===== src/rtl/jug_fault_confirm.sv =====
// Debounces the per-channel judge flag into a confirmed fault status, with an
// optional latched mode released only through a host clear-request handshake.
module jug_fault_confirm #(
  parameter int CNT_W   = 8,
  parameter int SET_CNT = 8,
  parameter int CLR_CNT = 16,
  parameter int EVT_W   = 16
) (
  input  logic             clk_sys,
  input  logic             rst_sys_n,
  input  logic             chn_dgd_en,
  input  logic             smp_vld,
  input  logic             jug_result,
  input  logic             flt_latch_en,
  input  logic             flt_clr_req,
  output logic             flt_state,
  output logic             flt_pend,
  output logic             flt_rise,
  output logic             flt_fall,
  output logic             flt_clr_ack,
  output logic [EVT_W-1:0] flt_evt_cnt
);

  typedef enum logic [1:0] {
    ST_NORM     = 2'd0,
    ST_PEND_SET = 2'd1,
    ST_FAULT    = 2'd2,
    ST_PEND_CLR = 2'd3
  } state_t;

  localparam logic [CNT_W-1:0] SET_LIM = CNT_W'(SET_CNT);
  localparam logic [CNT_W-1:0] CLR_LIM = CNT_W'(CLR_CNT);
  localparam logic             SET_ONE = (SET_CNT == 1);
  localparam logic             CLR_ONE = (CLR_CNT == 1);

  state_t           state_r, state_nxt;
  logic [CNT_W-1:0] cnt_r, cnt_nxt, cnt_inc;
  logic             rise_nxt, fall_nxt, ack_nxt, acked_nxt;
  logic             flt_state_r, flt_pend_r, rise_r, fall_r, ack_r, acked_r;
  logic [EVT_W-1:0] evt_r;

  assign cnt_inc = cnt_r + {{(CNT_W-1){1'b0}}, 1'b1};

  // Next-state, debounce counter and pulse decisions
  always_comb begin
    state_nxt = state_r;
    cnt_nxt   = cnt_r;
    rise_nxt  = 1'b0;
    fall_nxt  = 1'b0;
    ack_nxt   = 1'b0;
    if (!chn_dgd_en) begin
      state_nxt = ST_NORM;
      cnt_nxt   = '0;
      ack_nxt   = flt_clr_req & ~acked_r;
    end else begin
      case (state_r)
        ST_NORM: begin
          if (smp_vld && jug_result) begin
            if (SET_ONE) begin
              state_nxt = ST_FAULT;
              cnt_nxt   = '0;
              rise_nxt  = 1'b1;
            end else begin
              state_nxt = ST_PEND_SET;
              cnt_nxt   = {{(CNT_W-1){1'b0}}, 1'b1};
            end
          end else begin
            state_nxt = ST_NORM;
          end
        end
        ST_PEND_SET: begin
          if (smp_vld && jug_result) begin
            if (cnt_inc == SET_LIM) begin
              state_nxt = ST_FAULT;
              cnt_nxt   = '0;
              rise_nxt  = 1'b1;
            end else begin
              cnt_nxt = cnt_inc;
            end
          end else if (smp_vld) begin
            state_nxt = ST_NORM;
            cnt_nxt   = '0;
          end else begin
            state_nxt = ST_PEND_SET;
          end
        end
        ST_FAULT: begin
          // Latched faults only start clearing on a sample that carries a clear request
          if (smp_vld && !jug_result && (!flt_latch_en || flt_clr_req)) begin
            if (CLR_ONE) begin
              state_nxt = ST_NORM;
              cnt_nxt   = '0;
              fall_nxt  = 1'b1;
            end else begin
              state_nxt = ST_PEND_CLR;
              cnt_nxt   = {{(CNT_W-1){1'b0}}, 1'b1};
            end
          end else begin
            state_nxt = ST_FAULT;
          end
        end
        ST_PEND_CLR: begin
          if (smp_vld && !jug_result) begin
            if (cnt_inc == CLR_LIM) begin
              state_nxt = ST_NORM;
              cnt_nxt   = '0;
              fall_nxt  = 1'b1;
            end else begin
              cnt_nxt = cnt_inc;
            end
          end else if (smp_vld) begin
            state_nxt = ST_FAULT;
            cnt_nxt   = '0;
          end else begin
            state_nxt = ST_PEND_CLR;
          end
        end
        default: begin
          state_nxt = ST_NORM;
          cnt_nxt   = '0;
        end
      endcase
      ack_nxt = flt_clr_req & ~acked_r &
                ((state_r == ST_NORM) | (state_r == ST_PEND_SET) | fall_nxt);
    end
    acked_nxt = flt_clr_req & (acked_r | ack_nxt);
  end

  // State, counter and registered outputs
  always_ff @(posedge clk_sys or negedge rst_sys_n) begin
    if (!rst_sys_n) begin
      state_r     <= ST_NORM;
      cnt_r       <= '0;
      flt_state_r <= 1'b0;
      flt_pend_r  <= 1'b0;
      rise_r      <= 1'b0;
      fall_r      <= 1'b0;
      ack_r       <= 1'b0;
      acked_r     <= 1'b0;
      evt_r       <= '0;
    end else begin
      state_r     <= state_nxt;
      cnt_r       <= cnt_nxt;
      flt_state_r <= (state_nxt == ST_FAULT) || (state_nxt == ST_PEND_CLR);
      flt_pend_r  <= (state_nxt == ST_PEND_SET) || (state_nxt == ST_PEND_CLR);
      rise_r      <= rise_nxt;
      fall_r      <= fall_nxt;
      ack_r       <= ack_nxt;
      acked_r     <= acked_nxt;
      if (rise_nxt && (evt_r != {EVT_W{1'b1}})) begin
        evt_r <= evt_r + {{(EVT_W-1){1'b0}}, 1'b1};
      end else begin
        evt_r <= evt_r;
      end
    end
  end

  assign flt_state   = flt_state_r;
  assign flt_pend    = flt_pend_r;
  assign flt_rise    = rise_r;
  assign flt_fall    = fall_r;
  assign flt_clr_ack = ack_r;
  assign flt_evt_cnt = evt_r;

endmodule

===== config.mk =====
export PLATFORM = sky130hd
export DESIGN_NAME = jug_fault_confirm
export DESIGN_NICKNAME = d
export VERILOG_FILES = /design/src/rtl/jug_fault_confirm.sv
export SDC_FILE = /design/constraint.sdc
export NUM_CORES = 1
export LEC_CHECK = 0
export BUFFER_PORTS_ARGS = -buffer_cell sky130_fd_sc_hd__buf_2
export CAP_MARGIN = 20
export CORE_MARGIN = 1.5
export CORE_UTILIZATION = 30
export DETAILED_ROUTE_END_ITERATION = 12
export GPL_ROUTABILITY_DRIVEN = 0
export HOLD_SLACK_MARGIN = 0.02
export PLACE_DENSITY = 0.57
export SYNTH_ARGS = -nofsm -noshare
export SYNTH_HDL_FRONTEND = slang
export SYNTH_SLANG_ARGS = --single-unit

===== constraint.sdc =====
create_clock -name clk_sys -period 3 [get_ports clk_sys]
set_input_delay 0.15 -clock clk_sys [delete_from_list [all_inputs] [get_ports clk_sys]]
set_output_delay 0.15 -clock clk_sys [all_outputs]
set_load 0.05 [all_outputs]

== Yosys cells after proc, flatten, opt, wreduce, memory -nomap -nowiden ==
Cells that the tools add are included.
Widths: inputs -> output; s select.

* Logic and storage cells: 69
* Bits of input ports: 7
* Output and inout port bits: 21
* Flip-flop bits (word level): 32

* Equal/unequal tests: 11
* Mux-type cells: 29
* Bitwise logic cells: 7
* Reduce and logical (&&, ||, !) cells: 11
* Add/sub/neg operators: 2

{| class="wikitable"
|+ Operators with widths
! operator !! number
|-
| $mux 8 || 8
|-
| $pmux 8 s4 || 1
|-
| $add 16x1->16 const B || 1
|-
| $ne 16x16->1 const B || 1
|-
| $mux 1 || 14
|-
| $mux 2 || 5
|-
| $add 8x1->8 const B || 1
|-
| $eq 2x2->1 const B || 4
|-
| $eq 8x4->1 const B || 1
|-
| $eq 8x5->1 const B || 1
|-
| $pmux 2 s4 || 1
|-
| $ne 3x3->1 const B || 2
|-
| $eq 2x1->1 const B || 2
|-
| $logic_and 1x1->1 || 4
|-
| $and 1x1->1 || 3
|-
| $logic_or 1x1->1 || 3
|-
| $or 1x1->1 || 3
|-
| $logic_not 1->1 || 2
|-
| $logic_not 2->1 || 1
|-
| $reduce_and 2->1 || 1
|-
| $not 1->1 || 1
|}

== Depth between registers and ports, before layout ==
Gate-level depths: netlist of run 1.

* Depth after elaboration: 11
* Depth in mapped cells: 8
* Depth with buffers taken out: 6

== Least setup slack after synthesis of run 1 ==
No wires, ideal clock.

* Path type: reg2reg
* Start: reg cnt_r[1]
* End: reg flt_state_r, in the netlist flt_state
* Arrival time: 1808 ps
* Required time: 2855 ps
* Path slack: 1047 ps
* Stages on the path, launching flop included: 8
* Clock period less this slack: 1953 ps
* Path through: dfrtp_1 > ha_1 > and3_1 > clkbuf_1 > a31oi_1 > a41oi_2 > o41ai_2 > o21ai_0

* Word-level cells in the longest chain between the ends: 8

{| class="wikitable"
|+ RTL lines
! item !! line !! RTL
|-
| start, declared || 37 || <nowiki>logic [CNT_W-1:0] cnt_r, cnt_nxt, cnt_inc;</nowiki>
|-
| start signal, assigned || 143 || <nowiki>cnt_r <= cnt_nxt;</nowiki>
|-
| $add 8x1->8 (*) || 42 || <nowiki>assign cnt_inc = cnt_r + {{(CNT_W-1){1'b0}}, 1'b1};</nowiki>
|-
| $eq 8x5->1 / $eq 8x4->1 (equally long branches) || 104, 73 ||
|-
| $mux 2, on equally long branches || 104, 73 ||
|-
| $mux 2, on equally long branches || 103, 72 ||
|-
| $pmux 2 s4 (*) || 56 || <nowiki>case (state_r)</nowiki>
|-
| $mux 2 (*) || 51 || <nowiki>if (!chn_dgd_en) begin</nowiki>
|-
| $eq 2x2->1 || 144 || <nowiki>flt_state_r <= (state_nxt == ST_FAULT) || (state_nxt == ST_PEND_CLR);</nowiki>
|-
| $logic_or 1x1->1 (*) || 144 ||
|-
| end signal, assigned || 144 ||
|-
| end, declared || 39 || <nowiki>logic flt_state_r, flt_pend_r, rise_r, fall_r, ack_r, acked_r;</nowiki>
|}

Every way passes the cells marked *; elsewhere a longest branch is shown, timed or not.
A chain may end at the register's enable or synchronous reset.

== Final worst setup path of run 1 ==
* Start: reg cnt_r[0]
* End: reg flt_state_r, in the netlist flt_state

Same word-level chain as after synthesis.

==> results of run 1 <==
==> power by group <==
part	internal [mW]	switching, mW	leakage (nW)	total, mW
clock network	0.163	0.158	0.0422	0.321
logic	0.0193	0.0383	0.484	0.0576
registers	0.422	0.00882	0.428	0.431
==> registers in the layout, summed over array words and instances (netlist names) <==
register / cells
flt_clr_ack: 1
flt_state: 1
acked_r: 1
cnt_r: 8
state_r: 2
flt_evt_cnt: 16
flt_rise: 1
flt_fall: 1
==> path summary, 6_finish.rpt <==
path	start	end	slack [ns]	cells past startpoint
max	cnt_r[0]	flt_state	0.79	6
min	flt_clr_req	acked_r	0.11	2
max reg2reg	cnt_r[0]	flt_state	0.79	6
min reg2reg	acked_r	acked_r	0.49	1
max in group asynchronous	rst_sys_n	cnt_r[4]	2.12	2
min in group asynchronous	rst_sys_n	flt_evt_cnt[13]	0.44	2
==> per-stage QoR <==
stage / utilization (%) / std cells / power (mW) / hold slack (ns) / setup WS, ns
finish: 35.71 / 297 / 0.8088 / 0.1087 / 0.7949
global placement: 34.21 / 288 / 0.4962 / 0.2401 / 0.8300
floorplan: - / 199 / 0.4762 / -0.1456 / 1.047
detailed placement: 34.21 / 288 / 0.4958 / 0.2384 / 0.8122
CTS: 35.71 / 297 / 0.8185 / 0.1119 / 0.7924
global route: 35.71 / 297 / 0.8465 / 0.1258 / 0.5739
==> logic make-up after synthesis <==
family | after synthesis
xor gates and xnor gates | 18
and+or+nand+nor | 81
buffers and inverters | 17
adders and majority gates | 3
AOI/OAI and AO/OA | 48
muxes | 1
DFF | 31
==> critical path, delay by kind of cell (launching register included) <==
kind	cells	cell delay (ns)
compound gates	4	0.96
simple gates	1	0.27
fa+ha+maj	1	0.33
flops	1	0.50
==> cells in the final DEF (no fill, tap or decap), types with 3 or more instances in the layout <==
master	synthesis	layout
sky130_fd_sc_hd__a211oi_1	4	4
sky130_fd_sc_hd__a21oi_1	5	5
sky130_fd_sc_hd__a221oi_1	3	3
sky130_fd_sc_hd__and2_1	3	3
sky130_fd_sc_hd__and3_1	8	8
sky130_fd_sc_hd__and4_1	3	3
sky130_fd_sc_hd__buf_2	4	27
sky130_fd_sc_hd__clkbuf_8	0	5
sky130_fd_sc_hd__dfrtp_1	31	31
sky130_fd_sc_hd__ha_1	3	3
sky130_fd_sc_hd__inv_1	4	4
sky130_fd_sc_hd__nand2_1	18	18
sky130_fd_sc_hd__nand2b_1	5	5
sky130_fd_sc_hd__nand3_1	7	7
sky130_fd_sc_hd__nand4_1	8	8
sky130_fd_sc_hd__nor2_1	10	10
sky130_fd_sc_hd__nor2b_1	5	5
sky130_fd_sc_hd__nor3_1	4	4
sky130_fd_sc_hd__o21ai_0	9	9
sky130_fd_sc_hd__xnor2_1	14	14
sky130_fd_sc_hd__xor2_1	4	4
==> synthesized netlist by cell type (all sizes together) (4+ instances only) <==
| cell type | count | share of area, % |
|---|---|---|
| dfrtp | 31 | 40 |
| nand2 | 18 | 3.5 |
| xnor2 | 14 | 6.4 |
| nor2 | 10 | 2.0 |
| o21ai | 10 | 2.8 |
| and3 | 8 | 2.6 |
| buf | 8 | 3.0 |
| nand4 | 8 | 2.6 |
| nand3 | 7 | 1.8 |
| a21oi | 5 | 1.3 |
| clkbuf | 5 | 0.98 |
| nand2b | 5 | 1.6 |
| nor2b | 5 | 1.6 |
| a211oi | 4 | 1.6 |
| and2 | 4 | 1.4 |
| inv | 4 | 0.78 |
| nor3 | 4 | 1.0 |
| xor2 | 4 | 1.8 |
==> cell type report <==
class	instances	area (µm²)	share of cell area, %
well taps	75	93.84	4.335
multi-input cells	151	1054	48.67
clock buffers	7	76.32	3.526
inverters	4	15.01	0.6936
clock inverters	1	5.005	0.2312
repair buffers	28	145.1	6.705
flip-flops and latches	31	775.7	35.84
==> layer usage <==
| metal | part of all wire [%] | global-route usage [%] | up-vias | wire length [µm] |
|---|---|---|---|---|
| met3 | 4.1 | 2.982 | 10 | 179 |
| li1 | - | - | 774 | - |
| met1 | 49 | 18.31 | 783 | 2102 |
| met2 | 45 | 19.73 | 32 | 1934 |
| met5 | 0 | 0 | - | 0 |
| met4 | 2.4 | 5.000 | 0 | 103 |
==> metrics.log, run 1 <==
[metrics] outcome: finished clean
[metrics] Synth cell types: 55
[metrics] insertion delay of the later-clocked pin in the worst-skew pair: about 0.29 ns
[metrics] sequential-to-total area share from yosys stat: roughly 40%
[metrics] CTS buffer count: 5
[metrics] placeable core region: 6061 µm²
[metrics] proportion of register bits with asynchronous set or reset after synthesis: 100.0%
[metrics] global-route wire length before repair: about 7500 µm
[metrics] CTS clock-pin slew for the worst setup and hold paths: 0.07 ns
[metrics] largest clock skew in the final design: 0.009995 ns
[metrics] Detailed Route Iter0 Violations: between 70 and 80
[metrics] setup repair after global routing missed its margin: no
[metrics] Hold Buf Count CTS: 1
[metrics] Crit Path Category: reg -> reg
[metrics] area post-placement: 2073 µm²
[metrics] overall fraction of global-route tracks in use: 13.12%
[metrics] pin count of the biggest net entering global routing: 32
[metrics] CP Data Required Time: 3.15 ns
[metrics] number of warnings printed during yosys synthesis: 0
[metrics] GR Overflow Total: 0
[metrics] mean instance size in the synthesized netlist: 9.651 µm²
[metrics] top-level I/O count: 28
[metrics] fraction of final layout cells sized beyond drive strength 1: 20.72%
[metrics] number of flops mapped to enable cells by yosys: 0
[metrics] achievable frequency: 453.5 MHz
[metrics] slew at the pin closest to its max-slew limit: about 0.68 ns
[metrics] TritonCTS clock tree: done
[metrics] clock root buffer: sky130_fd_sc_hd__clkbuf_8
[metrics] number of synthesized register bits: 31
[metrics] Area growth syn-to-layout: 12.70%
[metrics] worst stage delay on the critical path: ~0.50 ns
[metrics] clock sinks: 31
[metrics] crit share post-route: 73.50%
[metrics] first-pass iteration count of the detailed router: 4
[metrics] total number of H-tree levels: 2
[metrics] worst-path cell with the longest stage delay: sky130_fd_sc_hd__dfrtp_1
[metrics] number of failing hold endpoints at the final stage: 0
[metrics] wire length per cell: between 10 and 15 µm
[metrics] critical path fanouts, max: 12
[metrics] number of antenna violations at the first check in global routing: 0
[metrics] vias after detailed routing: roughly 1,600
[metrics] Final setup violation count: 0
[metrics] NumNets Final: about 230
[metrics] Post-Synthesis Cell Area: 1921 µm²
[metrics] CTS Buffer Depth: 2
[metrics] Antenna diodes: 0
[metrics] routed wire length: between 4000 and 5000 µm
[metrics] most used flip-flop cell after synthesis: sky130_fd_sc_hd__dfrtp_1
[metrics] initial standard-cell utilization of the core: 31.69%
[metrics] cells along the critical path: ha_1, and3_1, a31oi_1, a41oi_2, o41ai_2, o21ai_0
[metrics] Post-Synthesis Net Count: 209
[metrics] max-cap violations: 0
[metrics] minimum clock period: about 2.2 ns
[metrics] startpoint type of the worst setup path: flop
[metrics] leakage dissipation: 0.9548 nW
[metrics] relative max-transition margin: between 50% and 60%
[metrics] share of synthesized cell area in and, or, nand and nor gates: 23.91%
[metrics] xor and xnor area share after synthesis: 8.208%
[metrics] number of global-route vias before repair: 1,525
[metrics] multiplexer share of the synthesized area: 0.5863%
[metrics] count of input and output buffers: 27
[metrics] die outline area: 6891 µm²
[metrics] number of DRC violations after detailed routing: 0
[metrics] Cells after Synth: 199
[metrics] worst hold path class: in -> reg
[metrics] main combinational cell family by area after synthesis: simple AND/OR/NAND/NOR gates
[metrics] post-CTS setup buffers: 0
[metrics] dpl hpwl: 3025 µm
[metrics] x dimension of the die: 83.01 µm
[metrics] vias per cell: around 5.4
[metrics] power density over cell area: 373.6 nW/µm²
[metrics] final standard cell area without fillers: ~2200 µm²
[metrics] adder and majority gate portion of the synthesized area: under 10%
[metrics] total of cells resized after clock tree synthesis: 0
[metrics] fill cell count: approximately 630
[metrics] number of cell rows: 28
[metrics] CP arrival: 2.35 ns
[metrics] DIE HEIGHT: 83.01 µm
[metrics] Peak supply drop: about 250 µV
[metrics] max-slew violation count: 0
[metrics] Antenna Nets Post-Route: 0
[metrics] Compound-Gate Fraction of Synth Area: 20.20%
[metrics] setup TNS: 0 ns
[metrics] CP endpoint kind: flop
Power figures use the tool's default switching activity.
==> run 2: changes to the inputs <==
PLACE_DENSITY = 0.59   (was 0.57)
clock period = 1.9 ns   (was 3 ns; I/O delays follow)
==> run 2 against run 1 <==
Critical path depth fell by 1. Non-clock buffer count rose by 17. Total power rose by 61%. Count of clock-buffer cells in the layout fell by 1. Fmax rose by 20%. Sequential cell count did not move. Global-route usage barely moved.
==> metrics.log, run 2 (synthesis results as in run 1) <==
[metrics] first-pass iteration count of the detailed router: 4 (unchanged)
[metrics] Detailed Route Iter0 Violations: 91 (+25%)
[metrics] total number of H-tree levels: 2 (unchanged)
[metrics] cells along the critical path: ha_2, nand4bb_1, nor2_2, o2111a_2, mux2_2
[metrics] top-level I/O count: 28 (unchanged)
[metrics] CTS Buffer Depth: 2 (unchanged)
[metrics] crit path setup slack, layout: 0.05573 ns (-0.7392 ns)
[metrics] die outline area: 6891 µm² (unchanged)
[metrics] Net Sw Power: 0.3384 mW (+65%)
[metrics] x dimension of the die: 83.01 µm (unchanged)
[metrics] global-route wire length before repair: 7376 µm (-1.6%)
[metrics] insertion delay of the later-clocked pin in the worst-skew pair: 0.29 ns (about the same)
[metrics] hold path depth: 2 (unchanged)
[metrics] Final setup violation count: 0 (unchanged)
[metrics] area taken by multi-input logic gates: 1126 µm² (+6.9%)
[metrics] fraction of final layout cells sized beyond drive strength 1: 33.47% (+13 points)
[metrics] worst stage delay on the critical path: 0.44 ns (-0.06 ns)
[metrics] max-slew violation count: 0 (unchanged)
[metrics] Worst R2R End: flt_evt_cnt[1]
[metrics] FF/Latch Area: 782.0 µm² (+0.81%)
[metrics] share of total power in sequential cells: 51.8% (-1.4 points)
[metrics] startpoint type of the worst setup path: flop
[metrics] proportion of power drawn by combinational gates: 8.7% (+1.6 points)
[metrics] Worst Setup Slack post-DPL: -0.05027 ns (-0.8625 ns)
[metrics] Clk network pwr share: 39.4% (-0.2 points)
[metrics] crit share post-route: 97.07% (+24 points)
[metrics] count of input and output buffers: 27 (unchanged)
[metrics] number of DRC violations after detailed routing: 0 (unchanged)
[metrics] outcome: finished clean
[metrics] dpl hpwl: 3199 µm (+5.8%)
[metrics] wire length per cell: 14.21 µm (-2.3%)
[metrics] worst hold path class: in -> reg
[metrics] NumNets Final: 248 (+7.4%)
[metrics] CP arrival: 2.01 ns (-0.34 ns)
[metrics] top cell family by delay on the critical path: flip-flops
[metrics] critical path fanouts, max: 12 (unchanged)
[metrics] slew at the pin closest to its max-slew limit: 0.6944 ns (+0.01583 ns)
[metrics] Min Hold Slack: 0.06035 ns (-0.04839 ns)
[metrics] commonest non-fill, non-tap cell in the layout: sky130_fd_sc_hd__buf_2
[metrics] GR Overflow Total: 0 (unchanged)
[metrics] relative max-transition margin: 53.71% (-1.1 points)
[metrics] fill cell count: 615 (-2.2%)
[metrics] final cell utilization of the core: 39.18% (+3.5 points)
[metrics] HP Start: flt_clr_req
[metrics] commonest non-fill, non-tap cells in the layout: 27 x sky130_fd_sc_hd__buf_2, 26 x sky130_fd_sc_hd__dfrtp_1, 18 x sky130_fd_sc_hd__nand2_1
[metrics] overall fraction of global-route tracks in use: 13.08% (-0.047 points)
[metrics] achievable frequency: 542.2 MHz (+20%)
[metrics] launch point of the critical path: cnt_r[0]
[metrics] logic depth of the worst register-to-register path: 5 (-1)
[metrics] CTS clock-pin slew for the worst setup and hold paths: 0.07 ns (about the same)
[metrics] number of failing hold endpoints at the final stage: 0 (unchanged)
[metrics] setup slack, reg-to-reg: 0.06 ns (-0.74 ns)
[metrics] routed wire length: 4461 µm (+3.3%)
[metrics] initial standard-cell utilization of the core: 31.69% (unchanged)
[metrics] TritonCTS clock tree: done
[metrics] CP endpoint kind: flop
[metrics] number of cell rows: 28 (unchanged)
[metrics] number of global-route vias before repair: 1,542 (+1.1%)
[metrics] Antenna diodes: 0 (unchanged)
[metrics] minimum clock period: 1.844 ns (-0.3608 ns)
[metrics] power density over cell area: 548.0 nW/µm² (+47%)
[metrics] number of flip-flops under the largest register name: 16 (unchanged)
[metrics] vias after detailed routing: 1,638 (+2.4%)
[metrics] post-CTS setup buffers: 0 (unchanged)
[metrics] CTS buffer count: 5 (unchanged)
[metrics] pin count of the biggest net entering global routing: 32 (unchanged)
[metrics] Sw Ratio: 26.00% (+0.64 points)
[metrics] DIE HEIGHT: 83.01 µm (unchanged)
[metrics] leakage dissipation: 1.029 nW (+7.8%)
[metrics] worst path bufs/invs: 0 (unchanged)
[metrics] CP Data Required Time: 2.07 ns (-1.08 ns)
[metrics] placeable core region: 6061 µm² (unchanged)
[metrics] Crit Path Category: reg -> reg
[metrics] largest clock skew in the final design: 0.006884 ns (-0.003111 ns)
[metrics] internal power: 0.9630 mW (+60%)
[metrics] vias per cell: 5.217 (-3.1%)
[metrics] end of the worst hold path: acked_r
[metrics] worst-path cell with the longest stage delay: sky130_fd_sc_hd__dfrtp_2
[metrics] setup TNS: 0 ns (unchanged)
[metrics] Peak supply drop: 429.0 µV (+69%)
[metrics] Area growth syn-to-layout: 23.65%
[metrics] Antenna Nets Post-Route: 0 (unchanged)
[metrics] clock sinks: 31 (unchanged)
[metrics] number of antenna violations at the first check in global routing: 0 (unchanged)
[metrics] Reg2Reg Launch Point: cnt_r[0]
[metrics] max-cap violations: 0 (unchanged)
[metrics] clock root buffer: sky130_fd_sc_hd__clkbuf_8
## run 2: cell count changes in the layout (fill, tap and decap cells not counted), sizes merged
cell / before / now
clkinvlp: 0 / 1
buf: 27 / 44
clkbuf: 7 / 6
## run 2: repair_timing
item                                    in CTS  in global routing
pin swaps                                    1                  5
gates resized for setup                      2                 18
hold buffers                                 1                  0
endpoints found under the setup margin       9                 17
gates cloned                                 0                  0
endpoints found under the hold margin       31                  0
## run 2: worst max path at each step
stage,end,cells past startpoint
2_1_floorplan,flt_evt_cnt[13],7
3_3_place_gp,state_r[0],7
3_5_place_dp,flt_state,6
4_1_cts,state_r[0],6
5_1_grt,flt_evt_cnt[14],7
6_report,flt_evt_cnt[1],5
## run 2: per-layer routing
layer  GRT usage, %  wire length (µm)  up-vias
met5              0                 0        -
met4          5.000                61        0
met3          2.684               131        6
met2          20.62              2103       22
met1          17.63              2164      804
li1               -                 -      806
## run 2: layout make-up
class                           instances  share of cell area, %
Clock buffer                            6                  3.056
Clock inverter                          2                 0.5269
Inverter                                4                 0.6322
Multi-Input combinational cell        151                  47.42
Sequential cell                        31                  32.93
Tap cell                               75                  3.952
Timing Repair Buffer                   45                  11.49
## run 2: worst register-to-register path, stage by stage, from the launching register on
cell	delay, ns
sky130_fd_sc_hd__dfrtp_2	0.44
sky130_fd_sc_hd__ha_2	0.22
sky130_fd_sc_hd__nand4bb_1	0.16
sky130_fd_sc_hd__nor2_2	0.19
sky130_fd_sc_hd__o2111a_2	0.36
sky130_fd_sc_hd__mux2_2	0.36
## run 2: per-stage QoR
stage	cells	power, mW	instance area (µm²)
after CTS	314	1.313	2300
final	314	1.301	2375
after global routing	314	1.360	2375
after floorplan	199	0.7519	1922
after detailed placement	305	0.7950	2202
after global placement	305	0.7957	2202
## run 2: power groups by stage
stage / clock [mW] / sequential [mW] / combinational [mW]
2_1_floorplan: 0 / 0.693 / 0.0589
3_3_place_gp: 0 / 0.685 / 0.111
3_5_place_dp: 0 / 0.685 / 0.110
4_1_cts: 0.528 / 0.673 / 0.112
5_1_grt: 0.558 / 0.675 / 0.127
6_report: 0.513 / 0.675 / 0.113
==> run 3: changes to the inputs <==
CORE_UTILIZATION = 45   (was 30)
PLACE_DENSITY = 0.68   (was 0.59)
==> run 3 against run 2 <==
The run now ends with negative setup slack left. Register-to-register slack got worse by 0.12 ns. Sequential power hardly changed. Worst setup slack got worse by 0.12 ns. Largest cell class unchanged. Count of clock-buffer cells in the layout stayed put. Fmax shrank 6.3%.
==> metrics.log, run 3 (synthesis results as in run 1) <==
[metrics] slew at the pin closest to its max-slew limit: 0.7082 ns (+0.01381 ns)
[metrics] max-slew violation count: 0 (unchanged)
[metrics] Reg2Reg Launch Point: cnt_r[0]
[metrics] hold path depth: 2 (unchanged)
[metrics] relative max-transition margin: 52.79% (-0.92 points)
[metrics] Antenna diodes: 0 (unchanged)
[metrics] clock root buffer: sky130_fd_sc_hd__clkbuf_8
[metrics] global-route wire length before repair: 7251 µm (-1.7%)
[metrics] Antenna Nets Post-Route: 0 (unchanged)
[metrics] dpl hpwl: 3091 µm (-3.4%)
[metrics] commonest non-fill, non-tap cells in the layout: 27 x sky130_fd_sc_hd__dfrtp_1, 27 x sky130_fd_sc_hd__buf_2, 22 x sky130_fd_sc_hd__buf_4
[metrics] clock sinks: 31 (unchanged)
[metrics] Worst R2R End: flt_evt_cnt[6]
[metrics] CP endpoint kind: flop
[metrics] startpoint type of the worst setup path: flop
[metrics] max-cap violations: 0 (unchanged)
[metrics] overall fraction of global-route tracks in use: 20.95% (+7.9 points)
[metrics] count of input and output buffers: 27 (unchanged)
[metrics] violations in the final reports: negative setup slack
[metrics] CP Data Required Time: 2.09 ns (+0.02 ns)
[metrics] wire length per cell: 15.08 µm (+6.2%)
[metrics] leakage dissipation: 1.136 nW (+10%)
[metrics] final standard cell area without fillers: 2444 µm² (+2.9%)
[metrics] crit share post-route: 103.6% (+6.5 points)
[metrics] fraction of final layout cells sized beyond drive strength 1: 34.82% (+1.3 points)
[metrics] achievable frequency: 508.0 MHz (-6.3%)
[metrics] number of global-route vias before repair: 1,561 (+1.2%)
[metrics] CP arrival: 2.16 ns (+0.15 ns)
[metrics] Crit Path Category: reg -> reg
[metrics] critical path fanouts, max: 5 (-7)
[metrics] pin count of the biggest net entering global routing: 32 (unchanged)
[metrics] crit path setup slack, layout: -0.06839 ns (-0.1241 ns)
[metrics] total number of H-tree levels: 2 (unchanged)
[metrics] minimum clock period: 1.968 ns (+0.1241 ns)
[metrics] final cell utilization of the core: 60.22% (+21 points)
[metrics] outcome: finished with violations
[metrics] DIE HEIGHT: 68.33 µm (-18%)
[metrics] CTS buffer count: 5 (unchanged)
[metrics] setup slack, reg-to-reg: -0.07 ns (-0.12 ns)
[metrics] insertion delay of the later-clocked pin in the worst-skew pair: 0.28 ns (about the same)
[metrics] first-pass iteration count of the detailed router: 4 (unchanged)
[metrics] logic depth of the worst register-to-register path: 8 (+3)
[metrics] x dimension of the die: 68.33 µm (-18%)
[metrics] number of flip-flops under the largest register name: 16 (unchanged)
[metrics] worst hold path class: in -> reg
[metrics] Worst Setup Slack post-DPL: -0.03489 ns (+0.01539 ns)
[metrics] fill cell count: 340 (-45%)
[metrics] placeable core region: 4058 µm² (-33%)
[metrics] CTS clock-pin slew for the worst setup and hold paths: 0.07 ns (about the same)
[metrics] Detailed Route Iter0 Violations: 61 (-33%)
[metrics] number of failing hold endpoints at the final stage: 0 (unchanged)
[metrics] largest clock skew in the final design: 0.006881 ns (-0.000003500 ns)
[metrics] routed wire length: 4480 µm (+0.43%)
[metrics] cells along the critical path: buf_4, ha_2, nand4bb_1, nor2_1, o2111a_2, buf_6, nand4_1, xnor2_1
[metrics] number of antenna violations at the first check in global routing: 0 (unchanged)
[metrics] end of the worst hold path: acked_r
[metrics] TritonCTS clock tree: done
[metrics] number of DRC violations after detailed routing: 0 (unchanged)
[metrics] Min Hold Slack: 0.05848 ns (-0.001865 ns)
[metrics] NumNets Final: 256 (+3.2%)
[metrics] number of cell rows: 23 (-18%)
[metrics] vias per cell: 5.700 (+9.3%)
[metrics] worst stage delay on the critical path: 0.41 ns (-0.03 ns)
[metrics] area post-placement: 2201 µm² (about the same)
[metrics] Power Total: 1.473 mW (+13%)
[metrics] HP Start: flt_clr_req
[metrics] Area growth syn-to-layout: 27.23%
[metrics] Peak supply drop: 640.5 µV (+49%)
[metrics] Final setup violation count: 1 (+1)
[metrics] die outline area: 4669 µm² (-32%)
[metrics] CTS Buffer Depth: 2 (unchanged)
[metrics] GR Overflow Total: 0 (unchanged)
[metrics] worst-path cell with the longest stage delay: sky130_fd_sc_hd__dfrtp_2
[metrics] power density over cell area: 602.7 nW/µm² (+10%)
[metrics] setup repair after global routing missed its margin: yes
[metrics] top-level I/O count: 28 (unchanged)
[metrics] initial standard-cell utilization of the core: 47.33% (+16 points)
[metrics] vias after detailed routing: 1,693 (+3.4%)
==> run 3: metal layers <==
metal	wire length, µm	global-route usage (%)	vias up
li1	-	-	830
met1	2191	29.97	831
met2	2116	31.67	27
met3	126	4.441	5
met4	46	6.500	0
met5	0	0	-
==> run 3: power by group <==
| part | internal, mW | switching (mW) | total (mW) |
|---|---|---|---|
| Combinational | 0.0479 | 0.0749 | 0.123 |
| Clock | 0.424 | 0.252 | 0.676 |
| Sequential | 0.666 | 0.00819 | 0.675 |
==> run 3: metrics by stage <==
step                TNS [ns]  instances
floorplan                  0        199
global placement           0        284
detailed placement   -0.1002        284
CTS                        0        297
global route         -0.3400        297
finish              -0.06839        297
==> run 3: area by class of cell <==
| class | instances | area (µm²) | area share [%] |
|---|---|---|---|
| multi-input combinational | 151 | 1124 | 45.98 |
| sequential | 31 | 780.7 | 31.95 |
| timing repair buffer | 53 | 344.1 | 14.08 |
| clock buffer | 6 | 82.58 | 3.379 |
| tap | 50 | 62.56 | 2.560 |
| clock inverter | 2 | 35.03 | 1.434 |
| inverter | 4 | 15.01 | 0.6144 |
==> run 3: worst max-delay path by stage <==
stage | from | end | depth (start not counted)
global placement | cnt_r[1] | flt_evt_cnt[1] | 5
CTS | cnt_r[1] | state_r[0] | 7
global route | cnt_r[0] | flt_evt_cnt[6] | 8
finish | cnt_r[0] | flt_evt_cnt[6] | 8
detailed placement | cnt_r[1] | flt_evt_cnt[1] | 5
floorplan | flt_evt_cnt[1] | flt_evt_cnt[13] | 7
==> run 3: timing repair <==
item / 4_1_cts / 5_1_grt
setup buffers: 4 / 0
resized for setup: 1 / 20
endpoints found under the hold margin: 31 / 0
setup endpoints to repair: 7 / 20
hold buffers: 1 / 0
pin swaps: 1 / 9
==> run 3: worst max-delay path, delay by kind of cell, from the launching register on <==
kind,cells,cell delay (ns)
xor gates and xnor gates,1,0.24
and+or+nand+nor,3,0.47
DFF,1,0.41
adders and majority gates,1,0.17
AOI/OAI and AO/OA,1,0.33
buffers and inverters,2,0.26
